File: src/rtl/audio_pkg.sv
// Shared audio constants and the stereo sample pair type.
// Pair fields are sized for the widest supported sample so any DW fits.
package audio_pkg;

   localparam int unsigned AUDIO_DW         = 16;
   localparam int unsigned AUDIO_BCLK_DIV   = 8;
   localparam int unsigned AUDIO_SLOT_W     = 32;
   localparam int unsigned AUDIO_FRAME_CLKS = 2 * AUDIO_SLOT_W * AUDIO_BCLK_DIV;
   localparam int unsigned AUDIO_MAX_DW     = 32;

   typedef struct packed {
      logic [AUDIO_MAX_DW-1:0] left;
      logic [AUDIO_MAX_DW-1:0] right;
   } audio_pair_t;

   function automatic int unsigned frame_clks(input int unsigned slot_w,
                                              input int unsigned bclk_div);
      return 2 * slot_w * bclk_div;
   endfunction

endpackage

File: src/rtl/audio_lock_sync.sv
// Two-flop synchroniser for the asynchronous PLL lock flag.
module audio_lock_sync (
   input  logic clk,
   input  logic rst_n,
   input  logic i_async,
   output logic o_sync
);

   logic [1:0] r_sync;

   always_ff @(posedge clk or negedge rst_n) begin
      if (!rst_n) begin
         r_sync <= '0;
      end else begin
         r_sync <= {r_sync[0], i_async};
      end
   end

   assign o_sync = r_sync[1];

endmodule

File: src/rtl/i2s_audio_tx.sv
// Philips I2S transmitter: one-entry sample buffer, frame phase counter and serialiser.
// All serial outputs are registered from the next-cycle phase so they line up with p.
module i2s_audio_tx
   import audio_pkg::*;
#(
   parameter int unsigned DW       = AUDIO_DW,
   parameter int unsigned BCLK_DIV = AUDIO_BCLK_DIV,
   parameter int unsigned SLOT_W   = AUDIO_SLOT_W
) (
   input  logic          clk,
   input  logic          rst_n,
   input  logic          pll_locked,
   input  logic          s_valid,
   output logic          s_ready,
   input  logic [DW-1:0] s_left,
   input  logic [DW-1:0] s_right,
   output logic          i2s_mclk,
   output logic          i2s_bclk,
   output logic          i2s_lrck,
   output logic          i2s_sdata,
   output logic          underrun,
   output logic [7:0]    underrun_cnt
);

   localparam int unsigned   F      = frame_clks(SLOT_W, BCLK_DIV);
   localparam int unsigned   CW     = $clog2(F);
   localparam logic [CW-1:0] P_LAST = CW'(F - 1);

   logic                    w_lk_sync;
   logic                    r_lk;
   logic [CW-1:0]           r_cnt;
   logic [CW-1:0]           w_cnt_d;
   logic                    w_load;
   logic                    w_accept;
   logic                    w_underrun;
   logic                    r_full;
   audio_pair_t             r_buf;
   audio_pair_t             r_shift;
   logic [7:0]              r_ur_cnt;
   logic                    r_mclk;
   logic                    r_bclk;
   logic                    r_lrck;
   logic                    r_sdata;
   logic                    w_mclk_d;
   logic                    w_bclk_d;
   logic                    w_lrck_d;
   logic                    w_sdata_d;
   int unsigned             w_p_nxt;
   int unsigned             w_k_nxt;
   logic [4:0]              w_bit_idx;
   logic [AUDIO_MAX_DW-1:0] w_chan;

   audio_lock_sync u_lock_sync (
      .clk     (clk),
      .rst_n   (rst_n),
      .i_async (pll_locked),
      .o_sync  (w_lk_sync)
   );

   // r_lk is the lock flag the frame logic runs on; w_lk_sync is its next value.
   always_comb begin
      w_cnt_d = '0;
      if (w_lk_sync && r_lk) begin
         w_cnt_d = (r_cnt == P_LAST) ? '0 : r_cnt + CW'(1);
      end
   end

   always_ff @(posedge clk or negedge rst_n) begin
      if (!rst_n) begin
         r_lk  <= 1'b0;
         r_cnt <= '0;
      end else begin
         r_lk  <= w_lk_sync;
         r_cnt <= w_cnt_d;
      end
   end

   assign s_ready    = r_lk && !r_full;
   assign w_accept   = s_valid && s_ready;
   assign w_load     = r_lk && (r_cnt == P_LAST);
   assign w_underrun = w_load && !r_full;

   always_ff @(posedge clk or negedge rst_n) begin
      if (!rst_n) begin
         r_full <= 1'b0;
         r_buf  <= '0;
      end else if (!r_lk) begin
         r_full <= 1'b0;
      end else if (w_load && r_full) begin
         r_full <= 1'b0;
      end else if (w_accept) begin
         r_full     <= 1'b1;
         r_buf.left  <= AUDIO_MAX_DW'(s_left);
         r_buf.right <= AUDIO_MAX_DW'(s_right);
      end
   end

   always_ff @(posedge clk or negedge rst_n) begin
      if (!rst_n) begin
         r_shift <= '0;
      end else if (!r_lk) begin
         r_shift <= '0;
      end else if (w_load) begin
         r_shift <= r_full ? r_buf : '0;
      end
   end

   always_ff @(posedge clk or negedge rst_n) begin
      if (!rst_n) begin
         r_ur_cnt <= '0;
      end else if (w_underrun && (r_ur_cnt != 8'hFF)) begin
         r_ur_cnt <= r_ur_cnt + 8'd1;
      end
   end

   // Slot bit 0 is the one-BCLK I2S delay; bits beyond DW pad with zeros.
   always_comb begin
      w_p_nxt   = 32'(w_cnt_d);
      w_k_nxt   = (w_p_nxt / BCLK_DIV) % SLOT_W;
      w_mclk_d  = w_lk_sync && w_cnt_d[0];
      w_bclk_d  = w_lk_sync && ((w_p_nxt % BCLK_DIV) >= (BCLK_DIV / 2));
      w_lrck_d  = w_lk_sync && (w_p_nxt >= (F / 2));
      w_chan    = w_lrck_d ? r_shift.right : r_shift.left;
      w_bit_idx = 5'(DW - w_k_nxt);
      w_sdata_d = w_lk_sync && (w_k_nxt >= 1) && (w_k_nxt <= DW) && w_chan[w_bit_idx];
   end

   always_ff @(posedge clk or negedge rst_n) begin
      if (!rst_n) begin
         r_mclk  <= 1'b0;
         r_bclk  <= 1'b0;
         r_lrck  <= 1'b0;
         r_sdata <= 1'b0;
      end else begin
         r_mclk  <= w_mclk_d;
         r_bclk  <= w_bclk_d;
         r_lrck  <= w_lrck_d;
         r_sdata <= w_sdata_d;
      end
   end

   assign i2s_mclk     = r_mclk;
   assign i2s_bclk     = r_bclk;
   assign i2s_lrck     = r_lrck;
   assign i2s_sdata    = r_sdata;
   assign underrun     = w_underrun;
   assign underrun_cnt = r_ur_cnt;

endmodule

File: config.mk
export PLATFORM = sky130hd
export DESIGN_NAME = i2s_audio_tx
export DESIGN_NICKNAME = d
export VERILOG_FILES = /design/src/rtl/audio_pkg.sv /design/src/rtl/audio_lock_sync.sv /design/src/rtl/i2s_audio_tx.sv
export SDC_FILE = /design/constraint.sdc
export NUM_CORES = 1
export LEC_CHECK = 0
export BUFFER_PORTS_ARGS = -buffer_cell sky130_fd_sc_hd__buf_2
export CAP_MARGIN = 20
export CORE_ASPECT_RATIO = 1.1
export CORE_MARGIN = 2
export CORE_UTILIZATION = 52
export DETAILED_ROUTE_END_ITERATION = 10
export PLACE_DENSITY = 0.73
export SKIP_LAST_GASP = 1
export SYNTH_ARGS = -nofsm -noshare
export SYNTH_HDL_FRONTEND = slang
export SYNTH_SLANG_ARGS = --single-unit
File: constraint.sdc
create_clock -name clk -period 6.4 [get_ports clk]
set_input_delay 0.64 -clock clk [delete_from_list [all_inputs] [get_ports clk]]
set_output_delay 0.64 -clock clk [all_outputs]
set_load 0.1 [all_outputs]
# After elaboration in Yosys (flattened, before gate mapping)
# Cells that the tools add are included.
[word_totals]
register_bits = 121
in_bits = 36
output_inout_bits = 14
wordCells = 52
[op_classes]
addsub = 3
magnitude_cmp = 5
eq_ne = 4
mux = 11
bitwise = 1
reduce_logical = 15
[op_table]
columns = ["op", "n"]
rows = [
  ["$mux W64", 2],
  ["$mux W48", 1],
  ["$mux W32", 1],
  ["$mux W9", 2],
  ["$logic_and A1 B1 Y1", 13],
  ["$add A9 B1 Y9 const B", 1],
  ["$eq A9 B9 Y1 const B", 1],
  ["$ge A9 B9 Y1 const B", 1],
  ["$add A8 B1 Y8 const B", 1],
  ["$ne A8 B8 Y1 const B", 1],
  ["$lt A5 B6 Y1 const B", 1],
  ["$bmux W1 S5", 1],
  ["$ge A5 B1 Y1 const B", 1],
  ["$le A5 B5 Y1 const B", 1],
  ["$sub A5 B5 Y5 const A", 1],
  ["$mux W1", 4],
  ["$ge A3 B3 Y1 const B", 1],
  ["$ne A3 B1 Y1 const B", 1],
  ["$reduce_and A3 Y1", 1],
  ["$ne A2 B1 Y1 const B", 1],
  ["$logic_not A1 Y1", 1],
  ["$not A1 Y1", 1],
]

# Depth between registers and ports, before layout
# Gate-level depths: netlist (run 1).
[depth]
word_depth = 9
ltp_mapped = 15
mapped_depth_nobuf = 13

# Cells and area by module
# From an unflattened synthesis (run 1), not the netlist that was laid out.
[unflattened]
hier_cells = 282
hier_area_um2 = 3786.1
[modules_own_cells]
columns = ["mod", "instances", "cells_per_inst", "area_per_inst_um2", "seq_area_each_um2"]
rows = [
  ["i2s_audio_tx", 1, 280, 3736.1, 2177.1],
  ["audio_lock_sync", 1, 2, 50.0, 50.0],
]

# Worst setup path after synthesis (run 1)
# OpenSTA, ideal clock, no wires.
[synth_path]
path_type = "register to register"
start = "register r_cnt[0]"
end = "register r_sdata (netlist: i2s_sdata)"
setup_time_ps = 133
arrival_ps = 3426
required_ps = 6267
path_slack_ps = 2842
path_stages_with_launch = 16
n_path_buf = 2
synth_period_minus_slack_ps = 3558
path_cell_list = "dfrtp_1 -> ha_1 -> nand3_1 -> nor2_1 -> ha_1 -> and4b_1 -> mux2i_1 -> buf_2 -> inv_1 -> ha_1 -> clkbuf_1 -> mux4_2 -> mux2i_1 -> nor3_1 -> a311oi_1 -> a211oi_2"
[synth_between]
elab_cells_between_ends = 15
classes_between = "add/sub (2); order compare (3); eq/ne (1); mux (5); reduce/logical (4)"
[synth_lines]
columns = ["item", "line", "rtl"]
rows = [
  ["start: declaration", "i2s_audio_tx.sv:31", "logic [CW-1:0] r_cnt;"],
  ["start signal: assignment", "i2s_audio_tx.sv:74", "r_cnt <= w_cnt_d;"],
  ["$add A9 B1 Y9 or $eq A9 B9 Y1 (tied branches)", "i2s_audio_tx.sv:64", "w_cnt_d = (r_cnt == P_LAST) ? '0 : r_cnt + CW'(1);"],
  ["$mux W9 *", "i2s_audio_tx.sv:64", ""],
  ["$mux W9 *", "i2s_audio_tx.sv:63", "if (w_lk_sync && r_lk) begin"],
  ["$sub A5 B5 Y5 *", "i2s_audio_tx.sv:124", "w_bit_idx = 5'(DW - w_k_nxt);"],
  ["named net w_bit_idx[0]", "i2s_audio_tx.sv:50", "logic [4:0] w_bit_idx;"],
  ["$bmux W1 S5 *", "i2s_audio_tx.sv:125", "w_sdata_d = w_lk_sync && (w_k_nxt >= 1) && (w_k_nxt <= DW) && w_chan[w_bit_idx];"],
  ["$mux W1 (not written as such) *", "i2s_audio_tx.sv:125", ""],
  ["$logic_and A1 B1 Y1 *", "i2s_audio_tx.sv:125", ""],
  ["named net w_sdata_d", "i2s_audio_tx.sv:47", "logic w_sdata_d;"],
  ["end signal: assignment", "i2s_audio_tx.sv:138", "r_sdata <= w_sdata_d;"],
  ["end: declaration", "i2s_audio_tx.sv:43", "logic r_sdata;"],
]
# Mark *: on every way through the listed nets, which the timed path passes. The rest lies on a longest branch. The select of a mux whose other input is x is not followed.
# A chain may end at the register's enable or synchronous reset.

# Worst setup path in the final report (run 1)
# Ends and elaborated chain as after synthesis.

==> results summary, run 1 <==
The internal reg-to-reg setup slack came out at 2830 ps. The library cells used most frequently in the layout, excluding fill and tap cells, are sky130_fd_sc_hd__dfrtp_1, sky130_fd_sc_hd__buf_2, sky130_fd_sc_hd__mux2_2, sky130_fd_sc_hd__a22o_1, sky130_fd_sc_hd__nor2_1. The placer's final routability congestion estimate is just under 0.8. Power spread over the standard cell area amounts to 268 mW/mm^2. The worst setup path is launched from a flip-flop. The floorplan die area came out at 0.00798 mm^2. The first global-routing pass estimated 11500 um of wire. Fill cells in the final layout number between 500 and 600. The area share of the leading cell type in the synthesized netlist is 0.588. The maximum number of pins on one net before global-route repair is 52. The worst setup path is captured at a flip-flop. In this run, distinct cell masters in the synthesized netlist total 40. Setup repair after global routing left no endpoint under its margin. The initial cell density of the core came out at 0.537. Summing all multi-input logic gate instances after layout gives 0.00149 mm^2. The number of DRC markers after the initial detailed-route iteration is 130. The count of nets left with antenna violations once routing finished came out at 0. The total count of max-transition violations in the final report came to 0. The overall overflow remaining after global route came out at 0. The most critical setup path has its endpoint at i2s_sdata. The net switching share of the total power is 0.221. The number of antenna cells inserted is 0. The area of the mapped netlist is 0.00379 mm^2.

By area the synthesized netlist is led by sky130_fd_sc_hd__dfrtp_1, sky130_fd_sc_hd__mux2_2, sky130_fd_sc_hd__a22o_1, sky130_fd_sc_hd__mux2i_1, sky130_fd_sc_hd__ha_1. The worst endpoint data arrival time came out at 3800 ps. The library cell with the largest summed area after synthesis is sky130_fd_sc_hd__dfrtp_1.

The growth of design area from synthesis to finish came out at 16.0%. The final route contains 2384 vias. The buffer count from post-CTS setup fixing is 0. The required time at the worst-slack endpoint came out at roughly 6600 ps. The DRC violation count after routing came out at 0. The final cycle utilization of the critical path came out at 0.558. The flow ran to the end, and the final reports show no timing, DRC or antenna violations. The count of buffers inserted at the top-level ports is a little under 50. In this run the power spent charging and discharging nets is 0.000260 W.

Registers take 0.00223 mm^2. The share of async-settable or async-resettable flops after synthesis is 1.00. The TritonCTS sink count is just under 90. The core region area is between 0.007 and 0.008 mm^2.

The cell-internal power came out at 0.000916 W. The routed length per placed instance is between 15 and 20 um. The number of CTS-inserted buffers came out at 9.

In the global route stage, overall resource usage came out at 0.186. The row count is 32. The headroom to the max-slew limit came out at 0.596. The combinational cell fraction of total power came out at 0.075. The I/O pin total came out at 50.

The placed wire-length estimate after detailed placement came out at 4850 um. The post-layout net count came out at approximately 380. The via count of the first global-routing pass is about 2400. The total negative slack came out at 0 ps. The floorplan step set the die width to 85.4 um. The static power due to leakage is 2.20 nW.

The minimum period implied by the final worst setup slack is 3570 ps. In the final layout, the share of cells above drive strength 1 is 0.339. The max-cap check violation count came out at 0.

TritonCTS built the clock tree. The sequential share of power is 0.540. Tracing the worst setup path back leads to its startpoint at r_cnt[0].

The number of hold-slack violations in the final timing report is 0. The worst-margin pin slew is 606 ps. The highest attainable clock frequency is 280 MHz.

The cell count after placement came out at 407. In this run the critical register-to-register path is launched from r_cnt[0]. The worst voltage drop across the vdd grid is 0.178 mV. The count of warnings emitted by yosys is 0.

The synthesized instance count came out at 282. The leading register cell type out of synthesis is sky130_fd_sc_hd__dfrtp_1. The final setup skew came out at just over 10 ps.

The detailed-route vias per instance came out at 5.62. The average footprint of a synthesized cell came out at between 10 and 15 um^2. The clock passes through at most 2 buffers.

The vertical die dimension came out at about 93 um. The clock root buffer master is sky130_fd_sc_hd__clkbuf_8. Of the total power, the clock network draws 0.385. The iteration count of the initial detailed-routing pass came out at 4. The path class of the tightest hold or removal check is primary input to asynchronous set/reset pin. The number of cells on the worst reg-to-reg path came out at 14. The library cell used most frequently in the layout, excluding fill and tap cells, is sky130_fd_sc_hd__dfrtp_1. The total of endpoints with negative setup slack in the final report came out at 0. The number of enable-type register cells in the synthesized netlist is 0. Counting every net in the synthesized netlist gives 324. The clock tree synthesis step divided the H-tree into 3 levels. The worst register-to-register path ends at i2s_sdata. After the flow finishes, the layout carries non-filler instances totaling 424. The biggest fanout along the worst timing path came out at 15. The flop and latch count out of synthesis is 89. The post-cts gate resize count is 0. The clock latency on the worst-skew pair is 350 ps. The clock-pin slew of the registers on the worst-case setup and hold paths came out at 80 ps. The number of hold buffers added after cts is 0. The category of the most critical setup path is flip-flop to flip-flop. The sequential-to-total area share from yosys stat is 0.588. The overall routed net length is 6840 um. The initial antenna violation count is 0.
## cells in the mapped netlist, drive strengths merged (3+ instances only)
master	count
nand3	6
buf	4
a21oi	6
nor2	13
inv	5
mux2	37
nand4	3
mux4	3
and2	3
o211ai	3
nand2	11
a22o	32
ha	6
xnor2	7
nor3	3
mux2i	10
and3	7
nor2b	3
clkbuf	9
dfrtp	89
## worst min path at each step
stage / startpoint / to / slack (ps) / depth (start not counted)
after CTS: rst_n / r_shift[3] / 260 / 1
after floorplan: u_lock_sync.r_sync[0] / u_lock_sync.r_sync[1] / 330 / 0
final: rst_n / r_shift[3] / 240 / 1
after global routing: rst_n / r_shift[3] / 280 / 1
after detailed placement: u_lock_sync.r_sync[0] / u_lock_sync.r_sync[1] / 340 / 0
after global placement: u_lock_sync.r_sync[0] / u_lock_sync.r_sync[1] / 340 / 0
## cell type report
type                       count  area share
sequential                    89       0.507
multi-input combinational    175       0.340
tap                           85      0.0242
timing repair buffer          54      0.0695
inverter                       5     0.00427
clock buffer                  10      0.0291
clock inverter                 6      0.0259
## cell families (layout without fill, tap and decap cells)
| logic type | Yosys count | in the layout | synth area share |
|---|---|---|---|
| compound gates | 50 | 50 | 0.107 |
| xor+xnor | 9 | 9 | 0.0208 |
| fa+ha+maj | 6 | 6 | 0.0198 |
| buf+inv | 18 | 75 | 0.0182 |
| flops | 89 | 89 | 0.588 |
| mux | 50 | 50 | 0.154 |
| simple gates | 60 | 60 | 0.0915 |
## power by group through the flow
stage,clock network (W),logic [W],registers [W]
final,0.000452,0.0000883,0.000635
after global routing,0.000484,0.0000993,0.000642
after CTS,0.000464,0.0000909,0.000636
after detailed placement,0,0.0000907,0.000648
after global placement,0,0.0000868,0.000645
after floorplan,0,0.0000569,0.000640
## per-stage QoR
| stage | hold slack [ps] | total power (W) | area (um^2) | setup slack (ps) | utilization |
|---|---|---|---|---|---|
| after floorplan | 331 | 0.000696 | 3790 | 2840 | - |
| after global placement | 341 | 0.000732 | 4120 | 3000 | 0.585 |
| after detailed placement | 336 | 0.000738 | 4120 | 2830 | 0.585 |
| after CTS | 255 | 0.00119 | 4360 | 2820 | 0.619 |
| after global routing | 279 | 0.00123 | 4390 | 2480 | 0.623 |
| final | 244 | 0.00118 | 4390 | 2830 | 0.623 |
## per-layer routing
metal  wire length, um  vias to the layer above  global-route usage
met1              3180                     1190               0.261
met3               229                       12              0.0424
met5                 0                        -                   0
met4               108                        0              0.0688
met2              3320                       43               0.286
li1                  -                     1139                   -
## sequential cells by signal, summed over array words and instances, names as in the netlist, 2 cells and up
register	flops
r_cnt	9
u_lock_sync.r_sync	2
underrun_cnt	8
r_shift	32
r_buf	32
## worst max-delay path: stages, from the launching register on
cell	delay, ps
sky130_fd_sc_hd__dfrtp_1	410
sky130_fd_sc_hd__ha_1	280
sky130_fd_sc_hd__nand3_1	100
sky130_fd_sc_hd__nor2_1	110
sky130_fd_sc_hd__ha_1	300
sky130_fd_sc_hd__and4b_1	220
sky130_fd_sc_hd__mux2i_1	120
sky130_fd_sc_hd__buf_4	240
sky130_fd_sc_hd__inv_1	90
sky130_fd_sc_hd__ha_1	630
sky130_fd_sc_hd__mux4_2	390
sky130_fd_sc_hd__mux2i_1	140
sky130_fd_sc_hd__nor3_1	60
sky130_fd_sc_hd__a311oi_1	310
sky130_fd_sc_hd__a211oi_2	50
No activity file was read; power rests on OpenSTA's default activity.
==> run 2: changes to the inputs <==
Settings changed: ABC_AREA from default to 1, PLACE_DENSITY 0.73 to 0.76.
Clock period 6.4 ns to 3.14 ns, I/O delays scaled along.
==> run 2 against run 1 <==
Against the previous run:
- power rose by 110%
- combinational power rose by 150%
- core utilization fell by 0.10 points
- critical endpoint unchanged
- highest routed layer unchanged
- flip-flop and latch count did not move
- sequential power rose by 97%
- worst setup slack got worse by 2500 ps
==> results summary, run 2 <==
The number of CTS-inserted buffers came out at 9 (unchanged). The critical path startpoint category is a flip-flop (unchanged). The area share of the leading cell type in the synthesized netlist is 0.558 (was 0.588). The initial cell density of the core came out at 0.537 (about the same). The most common library cell in the layout ignoring fill and taps is sky130_fd_sc_hd__dfrtp_1 (unchanged). The highest attainable clock frequency is 352 MHz (was 280 MHz). The beginning of the worst register-to-register path is r_cnt[1] (was r_cnt[0]).

The share of async-settable or async-resettable flops after synthesis was 1.00 (unchanged). The beginning of the critical path was r_cnt[1] (was r_cnt[0]). The core region area came out at 0.00743 mm^2 (was 0.00705 mm^2). The clock latency on the worst-skew pair is 350 ps (about the same). The buffer count from post-CTS setup fixing came out at 0 (unchanged). The clock root buffer master was sky130_fd_sc_hd__clkbuf_8 (unchanged). The worst endpoint data arrival time was 3140 ps (was 3800 ps). The final instance area is 0.00462 mm^2 (was 0.00439 mm^2).

The number of cells on the worst reg-to-reg path is 22 (was 14). The detailed-route vias per instance came out at 5.20 (was 5.62). The library cell with the highest instance count after synthesis is sky130_fd_sc_hd__dfrtp_1 (unchanged). The worst-margin pin slew is 493 ps (was 606 ps).

The vertical die dimension is 95.9 um (was 93.5 um). The number of DRC markers after the initial detailed-route iteration is 186 (was 130). The placer's final routability congestion estimate is 0.909 (was 0.790). The TritonCTS sink count is 89 (unchanged). The internal reg-to-reg setup slack was 300 ps (was 2830 ps). The cell count after placement is 572 (was 407). The max-cap check violation count came out at 0 (unchanged). The growth of design area from synthesis to finish came to 15.9% (was 16.0%).

The worst voltage drop across the vdd grid is 0.341 mV (was 0.178 mV). The library cell with the largest summed area after synthesis is sky130_fd_sc_hd__dfrtp_1 (unchanged). The maximum clock insertion buffer count is 2 (unchanged).

The via count is 3076 (was 2384). The count of warnings emitted by yosys came out at 0 (unchanged). The routed length per placed instance came to 13.2 um (was 16.1 um). The CTS tree is built (unchanged). The static power due to leakage is 2.46 nW (was 2.20 nW). Ranking of synthesized cells by area: sky130_fd_sc_hd__dfrtp_1, sky130_fd_sc_hd__inv_1, sky130_fd_sc_hd__nand2_1, sky130_fd_sc_hd__nor2_1, sky130_fd_sc_hd__a21oi_1 (was sky130_fd_sc_hd__dfrtp_1, sky130_fd_sc_hd__mux2_2, sky130_fd_sc_hd__a22o_1, sky130_fd_sc_hd__mux2i_1, sky130_fd_sc_hd__ha_1). The post-layout net count came to 541 (was 376). The headroom to the max-slew limit is 0.674 (was 0.596). RSZ-0062 raised after global routing: false (unchanged). The final cycle utilization of the critical path was 0.905 (was 0.558).

The worst min-delay path class is primary input to flip-flop (was primary input to asynchronous set/reset pin). The worst-case setup margin in the final layout was 297 ps (was 2830 ps). The clock-pin slew of the registers on the worst-case setup and hold paths is 80 ps (about the same). The category of the most critical setup path is flip-flop to flip-flop (unchanged). The I/O pin total is 50 (unchanged).

The overall overflow remaining after global route is 0 (unchanged). The initial antenna violation count is 0 (unchanged). The critical path endpoint category is a flip-flop (unchanged). The H-tree depth came to 3 (unchanged). The number of nets produced by synthesis came out at 490 (was 324). The area after detailed placement is 0.00431 mm^2 (was 0.00412 mm^2).

The average footprint of a synthesized cell came out at 8.91 um^2 (was 13.4 um^2). The final setup skew is 7.18 ps (was 10.2 ps). The sequential-to-total area share from yosys stat is 0.558 (was 0.588). The remaining antenna violation count after routing is 0 (unchanged). Result of the run: finished clean (unchanged). The flop and latch count out of synthesis came out at 89 (unchanged). The minimum period implied by the final worst setup slack is 2840 ps (was 3570 ps).

Top cells by instance count after synthesis: sky130_fd_sc_hd__dfrtp_1, sky130_fd_sc_hd__inv_1, sky130_fd_sc_hd__nand2_1, sky130_fd_sc_hd__nor2_1, sky130_fd_sc_hd__a21oi_1 (was sky130_fd_sc_hd__dfrtp_1, sky130_fd_sc_hd__mux2_2, sky130_fd_sc_hd__a22o_1). The DRC violation count after routing came to 0 (unchanged). The post-route worst hold slack is 75.7 ps (was 244 ps). The layout cell share with drive strength beyond 1 is 0.192 (was 0.339). The maximum number of pins on one net before global-route repair is 90 (was 52). The endpoint of the worst register-to-register path is i2s_sdata (unchanged). Leading registers by flop count: r_buf: 32 flops, r_shift: 32 flops, r_cnt: 9 flops (unchanged). The placed wire-length estimate after detailed placement came to 5340 um (was 4850 um). The end of the critical path was i2s_sdata (unchanged). The x dimension of the die is 87.5 um (was 85.4 um). The total of endpoints with negative setup slack in the final report is 0 (unchanged). The count of non-filler cells in the finished layout is 591 (was 424).

The floorplan die area is 0.00839 mm^2 (was 0.00798 mm^2). The overall routed net length is 7780 um (was 6840 um). The number of enable-type register cells in the synthesized netlist is 0 (unchanged). The first-pass GRT wire length came out at 13000 um (was 11500 um). Leading cell types in the layout, fill and taps excluded: sky130_fd_sc_hd__dfrtp_1, sky130_fd_sc_hd__inv_1, sky130_fd_sc_hd__nor2_1, sky130_fd_sc_hd__nand2_1, sky130_fd_sc_hd__buf_2 (was sky130_fd_sc_hd__dfrtp_1, sky130_fd_sc_hd__buf_2, sky130_fd_sc_hd__mux2_2, sky130_fd_sc_hd__a22o_1, sky130_fd_sc_hd__nor2_1). The synthesized instance count is 448 (was 282). The leading register cell type out of synthesis is sky130_fd_sc_hd__dfrtp_1 (unchanged). The via count of the first global-routing pass is 2947 (was 2372).

The number of distinct library cells after synthesis came out at 34 (was 40). The count of buffers inserted at the top-level ports is 49 (unchanged). The total power per unit cell area was 522 mW/mm^2 (was 268 mW/mm^2). The number of hold-slack violations in the final timing report came to 0 (unchanged).

The iteration count of the initial detailed-routing pass is 4 (unchanged). The total negative slack is 0 ps (unchanged). The required time at the worst-slack endpoint came out at 3430 ps (was 6630 ps). The total routing resource utilization after global routing came to 0.203 (was 0.186). The area of the mapped netlist came to 0.00399 mm^2 (was 0.00379 mm^2). The post-placement worst setup slack was 71.8 ps (was 2830 ps). The total count of max-transition violations in the final report is 0 (unchanged). The biggest fanout along the worst timing path is 19 (was 15). The row count came to 33 (was 32). The number of antenna cells inserted is 0 (unchanged).
==> run 2: report_power, final <==
part / total (W) / switching [W] / leakage (nW) / internal [W]
registers: 0.00125 / 0.0000259 / 1.13 / 0.00123
logic: 0.000218 / 0.000143 / 1.20 / 0.0000747
clock network: 0.000942 / 0.000387 / 0.121 / 0.000554
==> run 2: layer usage <==
layer / up-vias / routed length [um] / track usage
met3: 19 / 254 / 0.0429
met4: 0 / 218 / 0.0974
met1: 1464 / 3450 / 0.258
li1: 1527 / - / -
met5: - / 0 / 0
met2: 66 / 3860 / 0.330
==> run 2: cells by family (layout without fill, tap and decap cells) <==
kind of cell / after synthesis / in the layout / synth area share
and+or+nand+nor: 169 / 169 / 0.198
xor gates and xnor gates: 7 / 7 / 0.0154
muxes: 1 / 1 / 0.00282
buffers and inverters: 98 / 154 / 0.0975
DFF: 89 / 89 / 0.558
AOI/OAI and AO/OA: 78 / 78 / 0.109
adders and majority gates: 6 / 6 / 0.0188
==> run 2: what timing repair did <==
item,CTS,global route
hold buffers,0,1
endpoints found under the setup margin,0,1
resized for setup,0,2
endpoints found under the hold margin,0,31
==> run 2: layout make-up <==
cell class | count | area (um^2)
fillers | 633 | 2810
repair buffers | 59 | 358
multi-input cells | 261 | 1390
well taps | 87 | 109
clock inverters | 4 | 98.8
clock buffers | 12 | 145
inverters | 79 | 297
flip-flops and latches | 89 | 2230
==> run 2: how the worst min path moves through the flow <==
stage	from	to	slack [ps]	depth (start not counted)
after floorplan	rst_n	i2s_bclk	20	0
after global placement	u_lock_sync.r_sync[0]	u_lock_sync.r_sync[1]	340	0
after detailed placement	u_lock_sync.r_sync[0]	u_lock_sync.r_sync[1]	360	0
after CTS	pll_locked	u_lock_sync.r_sync[0]	60	1
after global routing	pll_locked	u_lock_sync.r_sync[0]	60	1
final	pll_locked	u_lock_sync.r_sync[0]	80	1
==> run 2: critical path, stage by stage (launching register included) <==
cell                      delay, ps
sky130_fd_sc_hd__dfrtp_1        400
sky130_fd_sc_hd__ha_1           210
sky130_fd_sc_hd__nand2_1         90
sky130_fd_sc_hd__nor2_2         160
sky130_fd_sc_hd__inv_2           70
sky130_fd_sc_hd__nor3_1         150
sky130_fd_sc_hd__ha_1           210
sky130_fd_sc_hd__inv_2           60
sky130_fd_sc_hd__nand2_4         90
sky130_fd_sc_hd__nor2_8          50
sky130_fd_sc_hd__inv_2          110
sky130_fd_sc_hd__nor2_4          80
sky130_fd_sc_hd__ha_4           370
sky130_fd_sc_hd__nor2_1          70
sky130_fd_sc_hd__a21oi_1        140
sky130_fd_sc_hd__nand4_1         90
sky130_fd_sc_hd__nand3_1         80
sky130_fd_sc_hd__nand2_1         60
sky130_fd_sc_hd__nand2_1         60
sky130_fd_sc_hd__nand2_1         50
sky130_fd_sc_hd__nand2_1         50
sky130_fd_sc_hd__nand2_1         60
sky130_fd_sc_hd__nor2_2          70
==> run 2: stage by stage <==
stage | utilization | total power (W)
CTS | 0.613 | 0.00243
detailed placement | 0.580 | 0.00149
floorplan | - | 0.00141
global placement | 0.580 | 0.00148
finish | 0.622 | 0.00241
global route | 0.622 | 0.00252
